### src/rtl/axis_daq_readout_pkg.sv
// Shared types and field positions for the DAQ readout engine.
// No logic here; latency/backpressure are properties of the modules that import it.
package axis_daq_pkg;

    typedef enum logic [1:0] {
        ST_IDLE  = 2'd0,
        ST_RUN   = 2'd1,
        ST_DRAIN = 2'd2,
        ST_DONE  = 2'd3
    } rd_state_e;

    localparam int C_RD_FIFO_DEPTH = 4;
    localparam int C_CNT_WIDTH     = 16;

    localparam int C_STAT_DONE_BIT = 0;
    localparam int C_STAT_BUSY_BIT = 1;
    localparam int C_STAT_CNT_LSB  = 16;

    localparam int C_CTL_EN_BIT    = 0;
    localparam int C_CTL_ADDR_LSB  = 16;
    localparam int C_LEN_LSB       = 0;
    localparam int C_LEN_WIDTH     = 16;

endpackage

### src/rtl/axis_daq_readout_fifo.sv
// Small synchronous FIFO with registered storage; a pushed entry is at the head the next cycle.
// No internal flow control: the caller must keep pushes within the free slots reported by count.
module axis_daq_readout_fifo #(
    parameter int WIDTH = 17,
    parameter int DEPTH = 4
) (
    input  logic                       aclk,
    input  logic                       aresetn,
    input  logic                       push,
    input  logic [WIDTH-1:0]           push_dat,
    input  logic                       pop,
    output logic [WIDTH-1:0]           head_dat,
    output logic                       head_vld,
    output logic [$clog2(DEPTH):0]     count
);

    localparam int AW = $clog2(DEPTH);

    logic [WIDTH-1:0] mem [DEPTH];
    logic [AW-1:0]    wr_ptr;
    logic [AW-1:0]    rd_ptr;
    logic [AW:0]      cnt;
    logic             do_pop;

    assign do_pop   = pop && (cnt != '0);
    assign head_vld = (cnt != '0);
    assign head_dat = mem[rd_ptr];
    assign count    = cnt;

    always_ff @(posedge aclk or negedge aresetn) begin
        if (!aresetn) begin
            for (int i = 0; i < DEPTH; i++) begin
                mem[i] <= '0;
            end
            wr_ptr <= '0;
            rd_ptr <= '0;
            cnt    <= '0;
        end else begin
            if (push) begin
                mem[wr_ptr] <= push_dat;
                wr_ptr      <= wr_ptr + 1'b1;
            end
            if (do_pop) begin
                rd_ptr <= rd_ptr + 1'b1;
            end
            case ({push, do_pop})
                2'b10:   cnt <= cnt + 1'b1;
                2'b01:   cnt <= cnt - 1'b1;
                default: cnt <= cnt;
            endcase
        end
    end

endmodule

### src/rtl/axis_daq_readout.sv
// Streams a circular BRAM window as one AXIS packet; first tvalid 3 cycles after enable is sampled.
// Stalls reads while tready is low (max 4 buffered + in flight); AXIS_DAQ_READOUT_BYTESWAP_EN swaps sample bytes.
module axis_daq_readout
    import axis_daq_pkg::*;
#(
    parameter int AXIS_TDATA_WIDTH = 32,
    parameter int BRAM_DATA_WIDTH  = 16,
    parameter int BRAM_ADDR_WIDTH  = 16
) (
    input  logic                        aclk,
    input  logic                        aresetn,
    input  logic [31:0]                 rd_control,
    input  logic [31:0]                 rd_length,
    output logic [31:0]                 rd_status,
    output logic [AXIS_TDATA_WIDTH-1:0] m_axis_tdata,
    output logic                        m_axis_tvalid,
    input  logic                        m_axis_tready,
    output logic                        m_axis_tlast,
    output logic                        bram_portb_clk,
    output logic [BRAM_ADDR_WIDTH-1:0]  bram_portb_addr,
    input  logic [BRAM_DATA_WIDTH-1:0]  bram_portb_rddata,
    output logic                        bram_portb_en
);

    typedef struct packed {
        logic                       last;
        logic [BRAM_DATA_WIDTH-1:0] sample;
    } beat_t;

    localparam int CW = $clog2(C_RD_FIFO_DEPTH) + 1;

    rd_state_e                  state;
    rd_state_e                  state_nxt;
    logic [BRAM_ADDR_WIDTH-1:0] rd_addr;
    logic [C_LEN_WIDTH-1:0]     len;
    logic [C_LEN_WIDTH-1:0]     issued;
    logic [C_CNT_WIDTH-1:0]     beat_cnt;
    logic                       abort_q;
    logic                       rd_vld;
    logic                       rd_last;
    logic [31:0]                status;
    logic [31:0]                status_nxt;

    logic                       rd_enable;
    logic [BRAM_ADDR_WIDTH-1:0] start_addr;
    logic [C_LEN_WIDTH-1:0]     length_in;
    logic                       unused_ctl;

    logic [CW-1:0]              fifo_cnt;
    logic                       fifo_vld;
    beat_t                      push_beat;
    beat_t                      head_beat;
    logic [BRAM_DATA_WIDTH-1:0] sample;

    logic [CW:0]                outstanding;
    logic                       can_issue;
    logic                       issue;
    logic                       pop;
    logic                       drained;
    logic                       aborting;
    logic                       active;

    assign rd_enable  = rd_control[C_CTL_EN_BIT];
    assign start_addr = rd_control[C_CTL_ADDR_LSB +: BRAM_ADDR_WIDTH];
    assign length_in  = rd_length[C_LEN_LSB +: C_LEN_WIDTH];
    assign unused_ctl = ^{rd_control[C_CTL_ADDR_LSB-1:C_CTL_EN_BIT+1], rd_length[31:C_LEN_WIDTH]};

    // Credit counts the in-flight read so the FIFO can never overflow; a pop
    // frees its slot only from the following cycle.
    assign outstanding = {1'b0, fifo_cnt} + {{CW{1'b0}}, rd_vld};
    assign can_issue   = outstanding < (CW+1)'(C_RD_FIFO_DEPTH);
    assign active      = (state == ST_RUN) || (state == ST_DRAIN);
    assign issue       = (state == ST_RUN) && rd_enable && can_issue && (issued != len);
    assign pop         = fifo_vld && m_axis_tready;
    assign drained     = !rd_vld && ((fifo_cnt == '0) || ((fifo_cnt == CW'(1)) && pop));
    assign aborting    = abort_q || !rd_enable;

    always_comb begin
        sample = bram_portb_rddata;
`ifdef AXIS_DAQ_READOUT_BYTESWAP_EN
        for (int i = 0; i < BRAM_DATA_WIDTH/8; i++) begin
            sample[i*8 +: 8] = bram_portb_rddata[BRAM_DATA_WIDTH-8-i*8 +: 8];
        end
`endif
    end

    assign push_beat = {rd_last, sample};

    axis_daq_readout_fifo #(
        .WIDTH (BRAM_DATA_WIDTH + 1),
        .DEPTH (C_RD_FIFO_DEPTH)
    ) u_fifo (
        .aclk     (aclk),
        .aresetn  (aresetn),
        .push     (rd_vld),
        .push_dat (push_beat),
        .pop      (pop),
        .head_dat (head_beat),
        .head_vld (fifo_vld),
        .count    (fifo_cnt)
    );

    always_comb begin
        state_nxt = state;
        case (state)
            ST_IDLE: begin
                if (rd_enable) begin
                    state_nxt = (length_in == '0) ? ST_DONE : ST_RUN;
                end
            end
            ST_RUN: begin
                if (!rd_enable) begin
                    state_nxt = ST_DRAIN;
                end else if (issue && ((issued + 16'd1) == len)) begin
                    state_nxt = ST_DRAIN;
                end
            end
            ST_DRAIN: begin
                if (drained) begin
                    state_nxt = aborting ? ST_IDLE : ST_DONE;
                end
            end
            ST_DONE: begin
                if (!rd_enable) begin
                    state_nxt = ST_IDLE;
                end
            end
            default: state_nxt = ST_IDLE;
        endcase
    end

    always_comb begin
        status_nxt                                  = '0;
        status_nxt[C_STAT_DONE_BIT]                 = (state == ST_DONE);
        status_nxt[C_STAT_BUSY_BIT]                 = active;
        status_nxt[C_STAT_CNT_LSB +: C_CNT_WIDTH]   = beat_cnt;
    end

    always_ff @(posedge aclk or negedge aresetn) begin
        if (!aresetn) begin
            state    <= ST_IDLE;
            rd_addr  <= '0;
            len      <= '0;
            issued   <= '0;
            beat_cnt <= '0;
            abort_q  <= 1'b0;
            rd_vld   <= 1'b0;
            rd_last  <= 1'b0;
            status   <= '0;
        end else begin
            state   <= state_nxt;
            rd_vld  <= issue;
            rd_last <= issue && (issued == (len - 16'd1));
            status  <= status_nxt;
            if ((state == ST_IDLE) && rd_enable) begin
                rd_addr  <= start_addr;
                len      <= length_in;
                issued   <= '0;
                beat_cnt <= '0;
                abort_q  <= 1'b0;
            end else begin
                if (issue) begin
                    rd_addr <= rd_addr + 1'b1;
                    issued  <= issued + 16'd1;
                end
                if (pop && (beat_cnt != '1)) begin
                    beat_cnt <= beat_cnt + 16'd1;
                end
                if (active && !rd_enable) begin
                    abort_q <= 1'b1;
                end
            end
        end
    end

    // Beats drained after an abort never close the packet.
    assign m_axis_tvalid   = fifo_vld;
    assign m_axis_tlast    = fifo_vld && head_beat.last && !abort_q;
    assign m_axis_tdata    = {{(AXIS_TDATA_WIDTH-BRAM_DATA_WIDTH){head_beat.sample[BRAM_DATA_WIDTH-1]}},
                              head_beat.sample};
    assign bram_portb_clk  = aclk;
    assign bram_portb_addr = rd_addr;
    assign bram_portb_en   = issue;
    assign rd_status       = status;

endmodule

### config.mk
export PLATFORM = sky130hd
export DESIGN_NAME = axis_daq_readout
export DESIGN_NICKNAME = d
export VERILOG_FILES = /design/src/rtl/axis_daq_readout_pkg.sv /design/src/rtl/axis_daq_readout_fifo.sv /design/src/rtl/axis_daq_readout.sv
export SDC_FILE = /design/constraint.sdc
export NUM_CORES = 1
export LEC_CHECK = 0
export CAP_MARGIN = 10
export CELL_PAD_IN_SITES_DETAIL_PLACEMENT = 2
export CELL_PAD_IN_SITES_GLOBAL_PLACEMENT = 2
export CORE_MARGIN = 2
export CORE_UTILIZATION = 37
export DETAILED_ROUTE_END_ITERATION = 8
export PLACE_DENSITY_LB_ADDON = 0.08
export SYNTH_ARGS = -nofsm -noshare
export SYNTH_HDL_FRONTEND = slang
export SYNTH_HIERARCHICAL = 1
export SYNTH_SLANG_ARGS = --single-unit
### constraint.sdc
create_clock -name aclk -period 4 [get_ports aclk]
set_input_delay 0.8 -clock aclk [delete_from_list [all_inputs] [get_ports aclk]]
set_output_delay 0.8 -clock aclk [all_outputs]
set_load 0.005 [all_outputs]
==> impl_results.md <==
- Remaining global-route overflow: 0
- Post-synthesis mux area share: 15.7%
- Skew-Pair Late Insertion Delay: 550 ps
- Max Freq: approximately 270 MHz
- Largest area contributor in the netlist: dfrtp_1
- Clock network power share: 22.6%
- 1st-pass router iterations: 4
- Top delay family on crit path: buffers and inverters
- Final Max Slew Viols: 0
- Synth warnings: 6
- Site Rows: between 50 and 60
- PD cells: ~750 nW/um2
- Yosys reg bits: roughly 160
- Die Wd: approximately 160 um
- Sw frac: between 30% and 40%
- Number of port buffers: roughly 120
- Area grow syn2layout: 22.0%
- Gpl congestion: 0.830
- Xor and xnor area share after synthesis: between 7 and 8%
- Post-CTS sizing: 0
- Ant diodes: 0
- Final worst slack: roughly 340 ps
- CTS tree: yes
- ANT nets after route: 0
- Buffer count from post-CTS setup fixing: 0
- Netlist area before placement: 8940 um2
- Cell with the most instances after synthesis: dfrtp_1
- Tot GR Track Use: around a fifth
- Crit-path slowest cell: xor2_1
- Post-Synth Adder-Cell Area: a little over 2%
- Status: complete, no violations
- Pre-CTS setup slack: between 400 and 500 ps
- Number of flops mapped to enable cells by yosys: 0
- Final nets: roughly 980
- Static leakage: between 4 and 5 nW
- Setup-failing EPs final: 0
- Worst-path cell chain: xor2_1 -> nor4_1 -> nand4_1 -> buf_4 -> o21ai_2 -> inv_2 -> clkdlybuf4s50_1
- Largest family of logic cells by synthesized area: multiplexers
- DR DRC count: 0
- Synth area leaders: dfrtp_1, mux2_4, nand2_1
- Largest net degree at the start of global routing: 92
- VDD IR max: 0.359 mV
- Global-route wire length before repair: around 42 mm
- Cells after DPL: ~1,200
- Crit path capture type: output pin
- Post-synthesis simple-gate area fraction: between 10% and 20%
- Crit start category: flop
- Max_slew headroom: approximately two fifths
- Detailed Place HPWL: approximately 18 mm
- Initial antenna violation count: 0
- Layout cells sized above 1: between 10% and 20%
- CTS clk-pin slew, worst paths: 80 ps
- Crit Path Class: flop to output pin
- Post-Route Setup TNS: 0 ps
- Internal power: between 0.005 and 0.006 W
- Crit path buffers/inverters: 3
- Slowest stage delay, CP: approximately 540 ps
- Vias in the first global route: between 7,000 and 8,000
- Initial Utilization: between 30% and 40%
- Die height: ~160 um
- WL final: between 20 and 30 mm
- Tcrit/Tclk final: around 91%
- Fin. Hold Viols: 0
- Crit-path max FO: 13
- Top FF cell, synth: dfrtp_1
- Post-synth top cells: dfrtp_1, nand2_1, nor2_1
- Register area share after synthesis: 45.4%
- Ys async rst share: between 90% and 100%
- RSZ-0062 raised after global routing: false
- # hold bufs at CTS: 0
- Placeable Area: 23,600 um2
- Syn_area_per_cell: between 10 and 15 um2
- Synth top area share: a little under half
- I/O Pins: around 170
- Finished Layout Cells: about 1,200
- Fin crit period: approximately 3700 ps
- Measured slew at the worst slew-check pin: approximately 900 ps
- Initial drt markers: between 200 and 250
- Critical path data arrival time: 2860 ps
- Register share of total power: ~34%
- Max Cap Viol: 0
- Die Area: between 20,000 and 30,000 um2
- # fillers: 2,398
- Yosys cell types: between 60 and 70
- Post-synthesis cell count: 790
- Synth Area in Compound Gates: under 10%
- Hold Crit Class: primary input to async pin
- Net Sw Power: 0.00294 W
- Skew final: 12.0 ps
- Vias per inst: between 5 and 6
- Logic pwr share: about 43%
- CP required: about 3200 ps
- DR vias: roughly 6,500
- WL per Instance: 21.4 um
registers in the layout (all words and copies together), names as in the netlist, 3 cells and up:
register	count
issued	16
beat_cnt	16
u_fifo/count	3
rd_status	18
len	16
u_fifo/mem	68
bram_portb_addr	16
metrics by stage:
stage / utilization, % / hold WS, ps / cell area, um2 / total power (W)
after floorplan: - / 375 / 8990 / 0.00498
after global placement: 43.3 / 401 / 10200 / 0.00617
after detailed placement: 43.3 / 410 / 10200 / 0.00642
after CTS: 46.2 / 371 / 10900 / 0.00832
after global routing: 46.2 / 395 / 10900 / 0.00873
final: 46.2 / 325 / 10900 / 0.00821
final cells by class:
cell class | count | area [um2] | share of cell area, %
Clock buffer | 22 | 524 | 4.81
Clock inverter | 14 | 163 | 1.49
Inverter | 21 | 78.8 | 0.723
Multi-Input combinational cell | 546 | 4360 | 40.0
Sequential cell | 162 | 4050 | 37.2
Tap cell | 319 | 399 | 3.66
Timing Repair Buffer | 134 | 1320 | 12.1
final timing paths:
kind                                         startpoint                         end  slack (ps)  cells past startpoint
min in group aclk               beat_cnt[9]$_DFFE_PN0P_     rd_status[25]$_DFF_PN0_         420                      0
worst min register to register  beat_cnt[9]$_DFFE_PN0P_     rd_status[25]$_DFF_PN0_         420                      0
max in group asynchronous                       aresetn         len[13]$_DFFE_PN0P_        2710                      2
worst max register to register    issued[3]$_DFFE_PN0P_        state[0]$_DFFE_PN0P_         700                      6
worst max-delay path                len[14]$_DFFE_PN0P_               bram_portb_en         340                      7
worst min-delay path                            aresetn  u_fifo/mem[15]$_DFFE_PN0P_         320                      1
power groups by stage:
| stage | combinational [W] | clock [W] | sequential (W) |
|---|---|---|---|
| global placement | 0.00339 | 0.0000211 | 0.00277 |
| finish | 0.00353 | 0.00186 | 0.00282 |
| detailed placement | 0.00356 | 0.0000211 | 0.00284 |
| floorplan | 0.00237 | 0.0000162 | 0.00259 |
| CTS | 0.00360 | 0.00190 | 0.00282 |
| global route | 0.00385 | 0.00197 | 0.00291 |
per-layer routing:
layer,vias up,track usage (%),wire (um)
li1,2976,-,-
met1,3402,25.9,11100
met2,103,38.6,13900
met3,30,3.83,682
met4,0,6.07,361
met5,-,0,0
worst reg2reg max path, stage by stage (launching register included):
cell	delay, ps
dfrtp_1	670
nand4_1	560
or3_1	550
a221oi_1	300
o22ai_1	190
o41ai_2	540
mux2_1	370
cell families after synthesis:
kind of cell    after synthesis
fa+ha+maj                    14
xor+xnor                     73
flops                       162
other cells                   1
mux                          92
buf+inv                      95
compound gates               95
simple gates                258
placed cells by master (no fill, tap or decap), types with 7 or more instances in the layout:
| master | count |
|---|---|
| ha_1 | 13 |
| nand2_1 | 91 |
| nand4_1 | 14 |
| dfrtp_1 | 162 |
| xor2_1 | 37 |
| clkdlybuf4s50_1 | 120 |
| mux4_1 | 9 |
| inv_1 | 20 |
| conb_1 | 14 |
| o211ai_1 | 11 |
| xnor2_1 | 36 |
| mux2_4 | 40 |
| mux4_2 | 8 |
| nor3_1 | 7 |
| a31oi_1 | 8 |
| clkbuf_16 | 20 |
| o21ai_0 | 20 |
| buf_4 | 13 |
| o2111ai_1 | 7 |
| mux2_2 | 29 |
| nor4_1 | 15 |
| nand3_1 | 24 |
| o31ai_1 | 8 |
| nor2_1 | 50 |
Power figures use the tool's default switching activity.
